## config.mk

```make
export PLATFORM = sky130hd
export DESIGN_NAME = round_iteration_sequencer_flat
export DESIGN_NICKNAME = d
export VERILOG_FILES = /design/src/rtl/round_iteration_sequencer_if.sv /design/src/rtl/round_iteration_sequencer.sv /design/src/flat_wrapper.sv
export SDC_FILE = /design/constraint.sdc
export NUM_CORES = 1
export LEC_CHECK = 0
export BUFFER_PORTS_ARGS = -buffer_cell sky130_fd_sc_hd__buf_2
export CAP_MARGIN = 15
export CORE_AREA = 2 2 211 213
export DETAILED_ROUTE_END_ITERATION = 10
export DIE_AREA = 0 0 213 215
export PLACE_DENSITY = 0.51
export SLEW_MARGIN = 20
export SYNTH_ARGS = -nofsm -noshare
export SYNTH_HDL_FRONTEND = slang
export SYNTH_SLANG_ARGS = --single-unit
```

## constraint.sdc

```tcl
create_clock -name iClk -period 6.4 [get_ports iClk]
set_input_delay 1.28 -clock iClk [delete_from_list [all_inputs] [get_ports iClk]]
set_output_delay 1.28 -clock iClk [all_outputs]
set_load 0.01 [all_outputs]
```

## src/rtl/round_iteration_sequencer_if.sv

```systemverilog
// Bundle of block-in, round-core and block-out handshakes for round_iteration_sequencer.
// slave is the sequencer side; master is the driver/environment side.
interface round_iteration_sequencer_if #(
  parameter int unsigned WORD_W    = 32,
  parameter int unsigned NUM_WORDS = 4,
  parameter int unsigned ROUND_W   = 4,
  parameter int unsigned ADDR_W    = 4
);
  localparam int unsigned B = WORD_W * NUM_WORDS;

  logic               iClear;
  logic               iEndec;
  logic [ROUND_W-1:0] iRound;
  logic               iData_valid;
  logic               oIn_ready;
  logic [B-1:0]       iData;
  logic               oCore_valid;
  logic [B-1:0]       oCore_data;
  logic [ADDR_W-1:0]  oKey_addr;
  logic               oLast_pass;
  logic               iCore_valid;
  logic [B-1:0]       iCore_data;
  logic               oData_valid;
  logic [B-1:0]       oData;
  logic               iOut_ready;
  logic               oBusy;
  logic [ROUND_W-1:0] oRound_idx;
  logic               oOverrun;

  modport slave (
    input  iClear, iEndec, iRound, iData_valid, iData, iCore_valid, iCore_data, iOut_ready,
    output oIn_ready, oCore_valid, oCore_data, oKey_addr, oLast_pass, oData_valid, oData,
           oBusy, oRound_idx, oOverrun
  );

  modport master (
    output iClear, iEndec, iRound, iData_valid, iData, iCore_valid, iCore_data, iOut_ready,
    input  oIn_ready, oCore_valid, oCore_data, oKey_addr, oLast_pass, oData_valid, oData,
           oBusy, oRound_idx, oOverrun
  );
endinterface

```

## src/rtl/round_iteration_sequencer.sv

```systemverilog
// Drives an external single-round core for N passes per block, feeding results back,
// with per-pass key addressing, ready/valid backpressure, abort and sticky overrun.
module round_iteration_sequencer #(
  parameter int unsigned WORD_W    = 32,
  parameter int unsigned NUM_WORDS = 4,
  parameter int unsigned ROUND_W   = 4,
  parameter int unsigned ADDR_W    = 4
) (
  input logic                    iClk,
  input logic                    iRst_n,
  round_iteration_sequencer_if.slave bus
);
  localparam int unsigned B = WORD_W * NUM_WORDS;

  typedef enum logic [1:0] {StIdle, StIssue, StWait, StDone} stateE;

  stateE              stateQ, stateD;
  logic [ROUND_W-1:0] roundQ, roundD;
  logic [ROUND_W-1:0] nQ, nD;
  logic               endecQ, endecD;
  logic [B-1:0]       dataQ, dataD;
  logic [ADDR_W-1:0]  keyQ, keyD;
  logic               overrunQ, overrunD;
  logic [ROUND_W-1:0] lastIdx;
  logic [ROUND_W-1:0] roundNext;

  assign lastIdx   = nQ - 1'b1;
  assign roundNext = roundQ + 1'b1;

  always_comb begin
    stateD   = stateQ;
    roundD   = roundQ;
    nD       = nQ;
    endecD   = endecQ;
    dataD    = dataQ;
    keyD     = keyQ;
    overrunD = overrunQ;

    // A core response is only meaningful while waiting for one.
    if (bus.iCore_valid && (stateQ != StWait)) overrunD = 1'b1;

    if (bus.iClear) begin
      stateD   = StIdle;
      roundD   = '0;
      dataD    = '0;
      keyD     = '0;
      overrunD = 1'b0;
    end else begin
      unique case (stateQ)
        StIdle: begin
          if (bus.iData_valid) begin
            dataD  = bus.iData;
            nD     = bus.iRound;
            endecD = bus.iEndec;
            roundD = '0;
            keyD   = '0;
            if (bus.iRound != '0) begin
              stateD = StIssue;
              if (bus.iEndec) keyD = ADDR_W'(ROUND_W'(bus.iRound - 1'b1));
            end else begin
              stateD = StDone;
            end
          end
        end
        StIssue: stateD = StWait;
        StWait: begin
          if (bus.iCore_valid) begin
            dataD = bus.iCore_data;
            if (roundQ == lastIdx) begin
              stateD = StDone;
            end else begin
              roundD = roundNext;
              stateD = StIssue;
              keyD   = endecQ ? ADDR_W'(ROUND_W'(lastIdx - roundNext)) : ADDR_W'(roundNext);
            end
          end
        end
        StDone: if (bus.iOut_ready) stateD = StIdle;
        default: stateD = StIdle;
      endcase
    end
  end

  always_ff @(posedge iClk or negedge iRst_n) begin
    if (!iRst_n) begin
      stateQ   <= StIdle;
      roundQ   <= '0;
      nQ       <= '0;
      endecQ   <= 1'b0;
      dataQ    <= '0;
      keyQ     <= '0;
      overrunQ <= 1'b0;
    end else begin
      stateQ   <= stateD;
      roundQ   <= roundD;
      nQ       <= nD;
      endecQ   <= endecD;
      dataQ    <= dataD;
      keyQ     <= keyD;
      overrunQ <= overrunD;
    end
  end

  assign bus.oIn_ready   = (stateQ == StIdle);
  assign bus.oBusy       = (stateQ != StIdle);
  assign bus.oCore_valid = (stateQ == StIssue);
  assign bus.oLast_pass  = (stateQ == StIssue) && (roundQ == lastIdx);
  assign bus.oCore_data  = dataQ;
  assign bus.oKey_addr   = keyQ;
  assign bus.oData_valid = (stateQ == StDone);
  assign bus.oData       = dataQ;
  assign bus.oRound_idx  = roundQ;
  assign bus.oOverrun    = overrunQ;
endmodule

```

## src/flat_wrapper.sv

```systemverilog
// flat-port wrapper written by rule: the top's interface ports become plain ports
module round_iteration_sequencer_flat 
#(
  parameter int unsigned WORD_W    = 32,
  parameter int unsigned NUM_WORDS = 4,
  parameter int unsigned ROUND_W   = 4,
  parameter int unsigned ADDR_W    = 4
)
  (iClk, iRst_n, bus_iClear, bus_iEndec, bus_iRound, bus_iData_valid, bus_iData, bus_iCore_valid, bus_iCore_data, bus_iOut_ready, bus_oIn_ready, bus_oCore_valid, bus_oCore_data, bus_oKey_addr, bus_oLast_pass, bus_oData_valid, bus_oData, bus_oBusy, bus_oRound_idx, bus_oOverrun);
  round_iteration_sequencer_if #(.WORD_W(WORD_W), .NUM_WORDS(NUM_WORDS), .ROUND_W(ROUND_W), .ADDR_W(ADDR_W)) bus_i ();
  input logic iClk;
  input logic iRst_n;
  input wire logic [$bits(bus_i.iClear)-1:0] bus_iClear;
  input wire logic [$bits(bus_i.iEndec)-1:0] bus_iEndec;
  input wire logic [$bits(bus_i.iRound)-1:0] bus_iRound;
  input wire logic [$bits(bus_i.iData_valid)-1:0] bus_iData_valid;
  input wire logic [$bits(bus_i.iData)-1:0] bus_iData;
  input wire logic [$bits(bus_i.iCore_valid)-1:0] bus_iCore_valid;
  input wire logic [$bits(bus_i.iCore_data)-1:0] bus_iCore_data;
  input wire logic [$bits(bus_i.iOut_ready)-1:0] bus_iOut_ready;
  output wire logic [$bits(bus_i.oIn_ready)-1:0] bus_oIn_ready;
  output wire logic [$bits(bus_i.oCore_valid)-1:0] bus_oCore_valid;
  output wire logic [$bits(bus_i.oCore_data)-1:0] bus_oCore_data;
  output wire logic [$bits(bus_i.oKey_addr)-1:0] bus_oKey_addr;
  output wire logic [$bits(bus_i.oLast_pass)-1:0] bus_oLast_pass;
  output wire logic [$bits(bus_i.oData_valid)-1:0] bus_oData_valid;
  output wire logic [$bits(bus_i.oData)-1:0] bus_oData;
  output wire logic [$bits(bus_i.oBusy)-1:0] bus_oBusy;
  output wire logic [$bits(bus_i.oRound_idx)-1:0] bus_oRound_idx;
  output wire logic [$bits(bus_i.oOverrun)-1:0] bus_oOverrun;
  assign bus_i.iClear = bus_iClear;
  assign bus_i.iEndec = bus_iEndec;
  assign bus_i.iRound = bus_iRound;
  assign bus_i.iData_valid = bus_iData_valid;
  assign bus_i.iData = bus_iData;
  assign bus_i.iCore_valid = bus_iCore_valid;
  assign bus_i.iCore_data = bus_iCore_data;
  assign bus_i.iOut_ready = bus_iOut_ready;
  assign bus_oIn_ready = bus_i.oIn_ready;
  assign bus_oCore_valid = bus_i.oCore_valid;
  assign bus_oCore_data = bus_i.oCore_data;
  assign bus_oKey_addr = bus_i.oKey_addr;
  assign bus_oLast_pass = bus_i.oLast_pass;
  assign bus_oData_valid = bus_i.oData_valid;
  assign bus_oData = bus_i.oData;
  assign bus_oBusy = bus_i.oBusy;
  assign bus_oRound_idx = bus_i.oRound_idx;
  assign bus_oOverrun = bus_i.oOverrun;
  round_iteration_sequencer #(.WORD_W(WORD_W), .NUM_WORDS(NUM_WORDS), .ROUND_W(ROUND_W), .ADDR_W(ADDR_W)) u_core (.iClk(iClk), .iRst_n(iRst_n), .bus(bus_i));
endmodule
```

Yosys cells after proc, flatten, opt, wreduce, memory -nomap -nowiden --
Index checks and enable logic that the tools add are counted.
Storage, ports and cells: output and inout bits 270, flip-flop bits (word level) 144, logic and storage cells 58, input bits 267
Cells by class: multiplexer cells 26, bitwise operators 1, $add $sub $neg 4, reductions and logical operators 11, equal/unequal tests 9
Operators with widths (number):
- $mux 128 | 3
- $pmux 128 s2 | 1
- $mux 4 | 11
- $pmux 4 s2 | 2
- $mux 2 | 6
- $ne 3x3->1 const B | 4
- $reduce_and 3->1 | 3
- $pmux 2 s4 | 1
- $sub 4x1->4 const B | 2
- $add 4x1->4 const B | 1
- $eq 2x2->1 const B | 2
- $eq 4x4->1 | 1
- $reduce_and 4->1 | 1
- $reduce_bool 2->1 | 2
- $reduce_bool 4->1 | 1
- $sub 4x4->4 | 1
- $reduce_bool 3->1 | 1
- $eq 2x1->1 const B | 1
- $logic_and 1x1->1 | 2
- $logic_not 2->1 | 1
- $mux 1 | 2
- $ne 2x2->1 const B | 1
- $not 1->1 | 1

Logic depth before layout (Yosys ltp) --
Gate-level depths: netlist (run 1).
depth after elaboration 7, gate-level depth with buffers 9, depth with buffers taken out 9

Worst setup path before layout (run 1) --
No wires, ideal clock.
path kind flip-flop to output port, from reg u_core.nQ[0], to out bus_oLast_pass, required time 5.120 ns, buffers on the path 0, arrival 1.846 ns, slack 3.274 ns, cell stages (with the launch flop) 7, cells stage by stage dfrtp_1 inv_1 ha_1 xor2_2 xor2_2 or4_1 nor3b_1
On the way: word-level cells in the longest chain between the ends 3
Ends and longest elaborated chain:
- from (decl) | RTL line round_iteration_sequencer.sv:19 | logic [ROUND_W-1:0] nQ, nD;
- from (signal assigned) | RTL line round_iteration_sequencer.sv:96 | nQ <= nD;
- $sub 4x1->4 | RTL line round_iteration_sequencer.sv:27 | assign lastIdx = nQ - 1'b1;
- $eq 4x4->1 | RTL line round_iteration_sequencer.sv:107 | assign bus.oLast_pass = (stateQ == StIssue) && (roundQ == lastIdx);
- $logic_and 1x1->1 | RTL line round_iteration_sequencer.sv:107
- to (decl) | RTL line flat_wrapper.sv:25 | output wire logic [$bits(bus_i.oLast_pass)-1:0] bus_oLast_pass;
Every way passes these cells.

Worst setup path in the final report (run 1) --
Same ends and word-level chain as after synthesis.

==> summary.txt, run 1 <==
Vias/cell: 4.232
Fin crit period: 3804 ps
Mapped Area: 8167 µm²
Total grt overflow: 0
Post-synthesis cell type count: 47
Max Cap Viol: 0
Synth Area per Inst: 8.480 µm²
Non-filler cells, final: 1,932
Number of synthesized register bits: 144
Die height: 215 µm
Antenna Cells: 0
Share of the synthesized area in the top cell type: 0.4412
Commonest cells after routing, fill and taps aside: buf_2 (534), nand2_1 (269), dfrtp_1 (144)
Worst hold path class: flop to flop
Clk_skew: 8.088 ps
Register area share after synthesis: 0.4412
Die width: 213 µm
Max incr delay on CP: 570 ps
Rows: 77
Vias: 8,176
Post-synth top area cell: dfrtp_1
Cells after DPL: 1,900
Final net count: 1,602
Sum Neg Setup Slack: 0 ps
Antenna violations before repair: 2
Startpoint Class: flop
Area Growth Syn to Fin: 35.50%
Pwr/cell area: 279.6 nW/µm²
Largest net degree at the start of global routing: 87
Worst path buffer plus inverter count: 2
Critical Path AT: 2520 ps
Clock-pin slew on the worst setup and hold paths: 70 ps
Detailed Place HPWL: 23,450 µm
Worst slew margin: 0.4268
Root buf cell: clkbuf_16
DR iter-0 viols: 608
Die area: 45,800 µm²
Crit-path max FO: 5
First-pass GRT wire length: 46,390 µm
CP Class: flop to output pin
RSZ-0062 raised after global routing: no
DRT antenna net count: 0
Post-Syn Nets: 1,238
Delay-heaviest family, CP: simple AND/OR/NAND/NOR gates
Cell Chain, Critical Path: inv_1, ha_1, xor2_2, xor2_2, or4_1, nor3b_1, buf_2
Synth area leaders: dfrtp_1 (44%), a311oi_1 (14%), nand2_1 (12%)
Vias in the first global route: 7,968
Total CTS buffers: 17
Slew Viols, Final: 0
Drt wl/cell: 16.21 µm
CORE AREA: 43,640 µm²
Share of layout cells above drive strength 1: 0.4396
Pre-antenna DRT Iters: 5
All-layer global routing usage: 0.1338
Postcts setup bufs: 0
Critical Path RT: 5120 ps
Finish-stage setup viols: 0
GP Congestion: 0.8048
Fraction of registers with async set/reset: 1.000
PortBufs: 536
Worst skew pair latency: 480 ps
Final WL: 31,320 µm
Initial core utilization: 0.1871
Worst setup EP type: output pin
Number of H-tree levels: 4
Top_reg_cell synth: dfrtp_1
PostCTS Resize Cnt: 0
Final Hold Vio Count: 0
Pleak: 5.831 nW
DRC: 0
Crit-path slowest cell: or4_1
Status: finished clean
Commonest non-fill, non-tap cell in the layout: buf_2
Worst Max-Slew Pin Slew: 859.8 ps
F_max: 0.2629 GHz
Worst VDD drop: 0.0001461 V
Ys Warns: 0
CTS Buffer Depth: 2
Sink Count: 144
Num ports: 537
CP dominant cell by count: xor2_2
Period utilisation layout: 0.5944
Post-synth EDFFs: 0
Hold-fix buffers at CTS: 0
CTS tree: built
Syn Inst Count: 963
==> layout make-up <==
class,count,area [µm²]
Fill cell,4870,32580
Sequential cell,144,3603
Multi-Input combinational cell,602,3258
Timing Repair Buffer,548,2781
Tap cell,592,740.7
Clock buffer,19,442.9
Clock inverter,13,186.4
Inverter,14,52.55
==> worst register-to-register path: stages (launching register included) <==
cell and delay (ps):
dfrtp_1 530, mux2i_1 170, nor2_4 110, buf_4 440, buf_4 750, nor2_1 170
a311oi_1 290
==> synthesized netlist by cell type (all sizes together), types with 3 or more instances <==
cell	number
nor2	133
a21oi	6
xor2	3
inv	14
buf	159
xnor2	4
nor3	3
a311oi	128
o31ai	3
o21ai	11
dfrtp	144
nand2	269
ha	7
clkbuf	44
==> through the flow <==
stage / hold slack (ps) / setup slack, ps / area (µm²) / total power (W) / utilization
after floorplan: 510.1 / 3274 / 8167 / 0.001722 / -
after global placement: 471.8 / 3128 / 10440 / 0.002022 / 0.2391
after detailed placement: 488.9 / 3052 / 10440 / 0.002028 / 0.2391
after CTS: 505.6 / 2529 / 11070 / 0.003159 / 0.2535
after global routing: 532.4 / 2434 / 11070 / 0.003285 / 0.2535
final: 506.3 / 2596 / 11070 / 0.003094 / 0.2535
==> routing by layer <==
metal / track usage / part of all wire / vias up
li1: - / - / 3898
met1: 0.1594 / 0.42 / 3885
met2: 0.2180 / 0.48 / 356
met3: 0.04369 / 0.076 / 37
met4: 0.05967 / 0.028 / 0
met5: 0 / 0 / -
==> worst paths after layout <==
| path | depth (start not counted) | to | slack [ps] | startpoint |
|---|---|---|---|---|
| max | 7 | bus_oLast_pass | 2600 | u_core.nQ[0] |
| min | 2 | u_core.bus.oOverrun | 510 | u_core.bus.oOverrun |
| max reg2reg | 6 | u_core.bus.oCore_data[9] | 3820 | u_core.stateQ[1] |
| min reg2reg | 2 | u_core.bus.oOverrun | 510 | u_core.bus.oOverrun |
| max in group asynchronous | 2 | u_core.bus.oCore_data[95] | 4500 | iRst_n |
| min in group asynchronous | 1 | u_core.bus.oRound_idx[3] | 730 | iRst_n |
==> report_power, final <==
part	total [W]	internal [W]	switching, W
Combinational	0.000871	0.000350	0.000521
Sequential	0.00113	0.00102	0.000110
Clock	0.00109	0.000661	0.000433
Total	0.00309	0.00203	0.00106
==> flip-flops by register name, summed over array words and instances (netlist names) <==
name                   cells
u_core.bus.oOverrun        1
u_core.bus.oKey_addr       4
u_core.bus.oCore_data    128
u_core.stateQ              2
u_core.bus.oRound_idx      4
u_core.endecQ              1
u_core.nQ                  4
==> logic make-up after synthesis <==
group           after synthesis  share of synthesized area
compound gates              160                     0.1653
xor+xnor                      8                    0.01210
fa+ha+maj                     8                    0.01318
buf+inv                     217                     0.1622
flops                       144                     0.4412
mux                           3                   0.003830
simple gates                423                     0.2021
Note: power is estimated with default switching activity, not from simulation.
==> run 2, diff against run 1 <==
--- a/config.mk
+++ b/config.mk
@@ -5,12 +5,13 @@
 export SDC_FILE = /design/constraint.sdc
 export NUM_CORES = 1
 export LEC_CHECK = 0
+export ABC_AREA = 1
 export BUFFER_PORTS_ARGS = -buffer_cell sky130_fd_sc_hd__buf_2
 export CAP_MARGIN = 15
-export CORE_AREA = 2 2 211 213
+export CORE_AREA = 2 2 206 208
 export DETAILED_ROUTE_END_ITERATION = 10
-export DIE_AREA = 0 0 213 215
-export PLACE_DENSITY = 0.51
+export DIE_AREA = 0 0 208 210
+export PLACE_DENSITY = 0.55
 export SLEW_MARGIN = 20
 export SYNTH_ARGS = -nofsm -noshare
 export SYNTH_HDL_FRONTEND = slang
==> constraint.sdc (replaced) <==
create_clock -name iClk -period 4 [get_ports iClk]
set_input_delay 0.8 -clock iClk [delete_from_list [all_inputs] [get_ports iClk]]
set_output_delay 0.8 -clock iClk [all_outputs]
set_load 0.01 [all_outputs]
==> run 2 against run 1 <==
Synthesized cell count is 4.4% higher. Register-to-register slack got worse by 2100 ps. Cell area rose by 7.3%. Clock skew hardly changed. Non-clock buffer count rose by 3. Flip-flop and latch count is the same. Highest routed layer is now met5.
==> summary.txt, run 2 <==
Top-count cell post-synth: nor2_1
Share of layout cells above drive strength 1: 0.5079 (+0.06837)
DRC: 0 (unchanged)
Total grt overflow: 0 (unchanged)
Synth Area per Inst: 9.035 µm² (+6.5%)
Register area share after synthesis: 0.3969 (-0.04439)
Vias: 8,656 (+5.9%)
First-pass GRT wire length: 50,600 µm (+9.1%)
Synth top cells by count: nor2_1 (204), nand2_1 (163), dfrtp_1 (144), buf_4 (132), o21ai_0 (71)
Number of H-tree levels: 4 (unchanged)
Crit-path max FO: 4 (-1)
Commonest cells after routing, fill and taps aside: buf_2 (534), nor2_1 (204), nand2_1 (163)
Max Cap Viol: 0 (unchanged)
CP Class: flop to output pin
Multi-input gate area: 3999 µm² (+23%)
Ys Warns: 0 (unchanged)
GP Congestion: 0.8300 (+3.1%)
Die width: 208 µm (-2.3%)
Fraction of registers with async set/reset: 1.000 (unchanged)
Pwr/cell area: 439.2 nW/µm² (+57%)
Vias/cell: 4.492 (+6.1%)
Clk_skew: 7.736 ps (-0.3523 ps)
Register area: 3603 µm² (unchanged)
Die height: 210 µm (-2.3%)
Syn Inst Count: 1,005 (+4.4%)
Post-synth EDFFs: 0 (unchanged)
Clock-pin slew on the worst setup and hold paths: 60 ps (about the same)
Comb pwr share: 0.321 (+0.039)
Slew Viols, Final: 0 (unchanged)
Period utilisation layout: 0.7110
DR iter-0 viols: 592 (-2.6%)
Largest net degree at the start of global routing: 132 (+52%)
Die area: 43,680 µm² (-4.6%)
Worst setup EP type: output pin
Initial core utilization: 0.2189 (+0.03179)
Final instance area: 11,870 µm² (+7.3%)
NetSw: 0.001879 W (+77%)
CTS Buffer Depth: 2 (unchanged)
CTS tree: built
Detailed Place HPWL: 25,070 µm (+6.9%)
Critical Path AT: 2040 ps (-480 ps)
Num ports: 537 (unchanged)
PortBufs: 536 (unchanged)
Pleak: 6.348 nW (+8.9%)
Drt wl/cell: 17.42 µm (+7.5%)
Mapped Area: 9080 µm² (+11%)
Largest register FFs: 128 (unchanged)
Number of synthesized register bits: 144 (unchanged)
Clock power frac: 0.326 (-0.028)
Rows: 75 (-2.6%)
Area Growth Syn to Fin: 30.76%
Antenna Cells: 0 (unchanged)
DRT antenna net count: 0 (unchanged)
Cells after DPL: 1,896 (-0.21%)
Post-Syn Nets: 1,280 (+3.4%)
Fin crit period: 2844 ps
Fill cells: 4,454 (-8.5%)
Vias in the first global route: 8,560 (+7.4%)
Worst slew margin: 0.3597 (-0.06709)
Critical Path RT: 3200 ps (-1920 ps)
CORE AREA: 41,480 µm² (-5.0%)
Worst hold path class: primary input to async pin
Top_reg_cell synth: dfrtp_1
Pre-antenna DRT Iters: 5 (unchanged)
All-layer global routing usage: 0.1502 (+0.01646)
Worst skew pair latency: 440 ps (-40 ps)
Total CTS buffers: 17 (unchanged)
Hold-fix buffers at CTS: 0 (unchanged)
Share of the synthesized area in the top cell type: 0.3969 (-0.04439)
Final net count: 1,651 (+3.1%)
Startpoint Class: flop
Sink Count: 144 (unchanged)
Post-synthesis cell type count: 31 (-34%)
Worst hold slack: 388.7 ps (-117.6 ps)
RSZ-0062 raised after global routing: no
Sw Share: 0.3603 (+0.01648)
PostCTS Resize Cnt: 0 (unchanged)
Cell Area, Placed: 11,260 µm² (+7.9%)
Sequential Power Share: 0.353 (-0.012)
Sum Neg Setup Slack: 0 ps (unchanged)
Final Hold Vio Count: 0 (unchanged)
Non-filler cells, final: 1,927 (-0.26%)
Commonest non-fill, non-tap cell in the layout: buf_2
Internal: 0.003336 W (+64%)
Status: finished clean
Postcts setup bufs: 0 (unchanged)
Finish-stage setup viols: 0 (unchanged)
Worst VDD drop: 0.0002688 V (+84%)
Antenna violations before repair: 1 (-1)
Synth area leaders: dfrtp_1 (40%), buf_4 (11%), o41ai_2 (9.0%)
Final WL: 33,560 µm (+7.2%)
Post-synth top area cell: dfrtp_1
F_max: 0.3516 GHz
Root buf cell: clkbuf_16
Worst Max-Slew Pin Slew: 960.4 ps (+100.6 ps)
Final Util: 0.2862 (+0.03270)
## run 2: changes by cell type after synthesis, sizes merged, moves of 5 or more
cell	before	now
a311oi	128	0
buf	159	176
clkbuf	44	23
inv	14	31
nand2	269	167
nand3	1	18
nand4	0	5
nor2	133	205
o21ai	11	84
o31ai	3	63
o41ai	2	65
## run 2: through the flow
step | total power [W] | setup slack (ps)
final | 0.005214 | 1156
after CTS | 0.005318 | 1104
after detailed placement | 0.003568 | 1430
after global routing | 0.005529 | 939.2
after floorplan | 0.003014 | 1848
after global placement | 0.003557 | 1462
## run 2: metal layers
| metal | track usage | vias to the layer above | wire (µm) |
|---|---|---|---|
| li1 | - | 4020 | - |
| met1 | 0.1897 | 4217 | 14270 |
| met2 | 0.2465 | 390 | 16190 |
| met3 | 0.03605 | 27 | 2259 |
| met4 | 0.06163 | 2 | 834 |
| met5 | 0 | - | 13 |
## run 2: area by class of cell
type,instances,share of cell area
Clock buffer,22,0.04078
Clock inverter,9,0.01107
Inverter,31,0.01064
Multi-Input combinational cell,631,0.3368
Sequential cell,144,0.3035
Tap cell,539,0.05680
Timing Repair Buffer,551,0.2404
## run 2: final timing paths
path | startpoint | endpoint | slack [ps] | depth (start not counted)
setup / recovery | u_core.nQ[0] | bus_oLast_pass | 1160 | 8
hold / removal | iRst_n | u_core.bus.oCore_data[71] | 390 | 1
setup reg to reg | u_core.stateQ[1] | u_core.bus.oCore_data[15] | 1730 | 9
hold reg to reg | u_core.bus.oKey_addr[1] | u_core.bus.oKey_addr[1] | 490 | 2
max in group asynchronous | iRst_n | u_core.bus.oCore_data[27] | 2810 | 2
min in group iClk | u_core.bus.oKey_addr[1] | u_core.bus.oKey_addr[1] | 490 | 2
## run 2: kinds of logic after synthesis
group	synth area share
AO/OA/AOI/OAI	0.2504
AND/OR/NAND/NOR	0.1728
adder cells (fa/ha/maj)	0.01185
XOR/XNOR	0.004823
buffers and inverters	0.1633
flip-flops	0.3969
## run 2: power by group through the flow
stage	Combinational, W	Sequential, W	Clock (W)
after floorplan	0.00111	0.00190	0
after global placement	0.00170	0.00186	0
after detailed placement	0.00170	0.00187	0
after CTS	0.00170	0.00185	0.00177
after global routing	0.00184	0.00187	0.00182
final	0.00167	0.00184	0.00170
## run 2: worst max-delay path: stages, from the launching register on
cell     delay (ps)
dfrtp_1         370
inv_1            90
ha_1            340
inv_1            70
a21oi_1         120
nand2_1          60
nor2_1          230
and3_1          200
buf_2           130
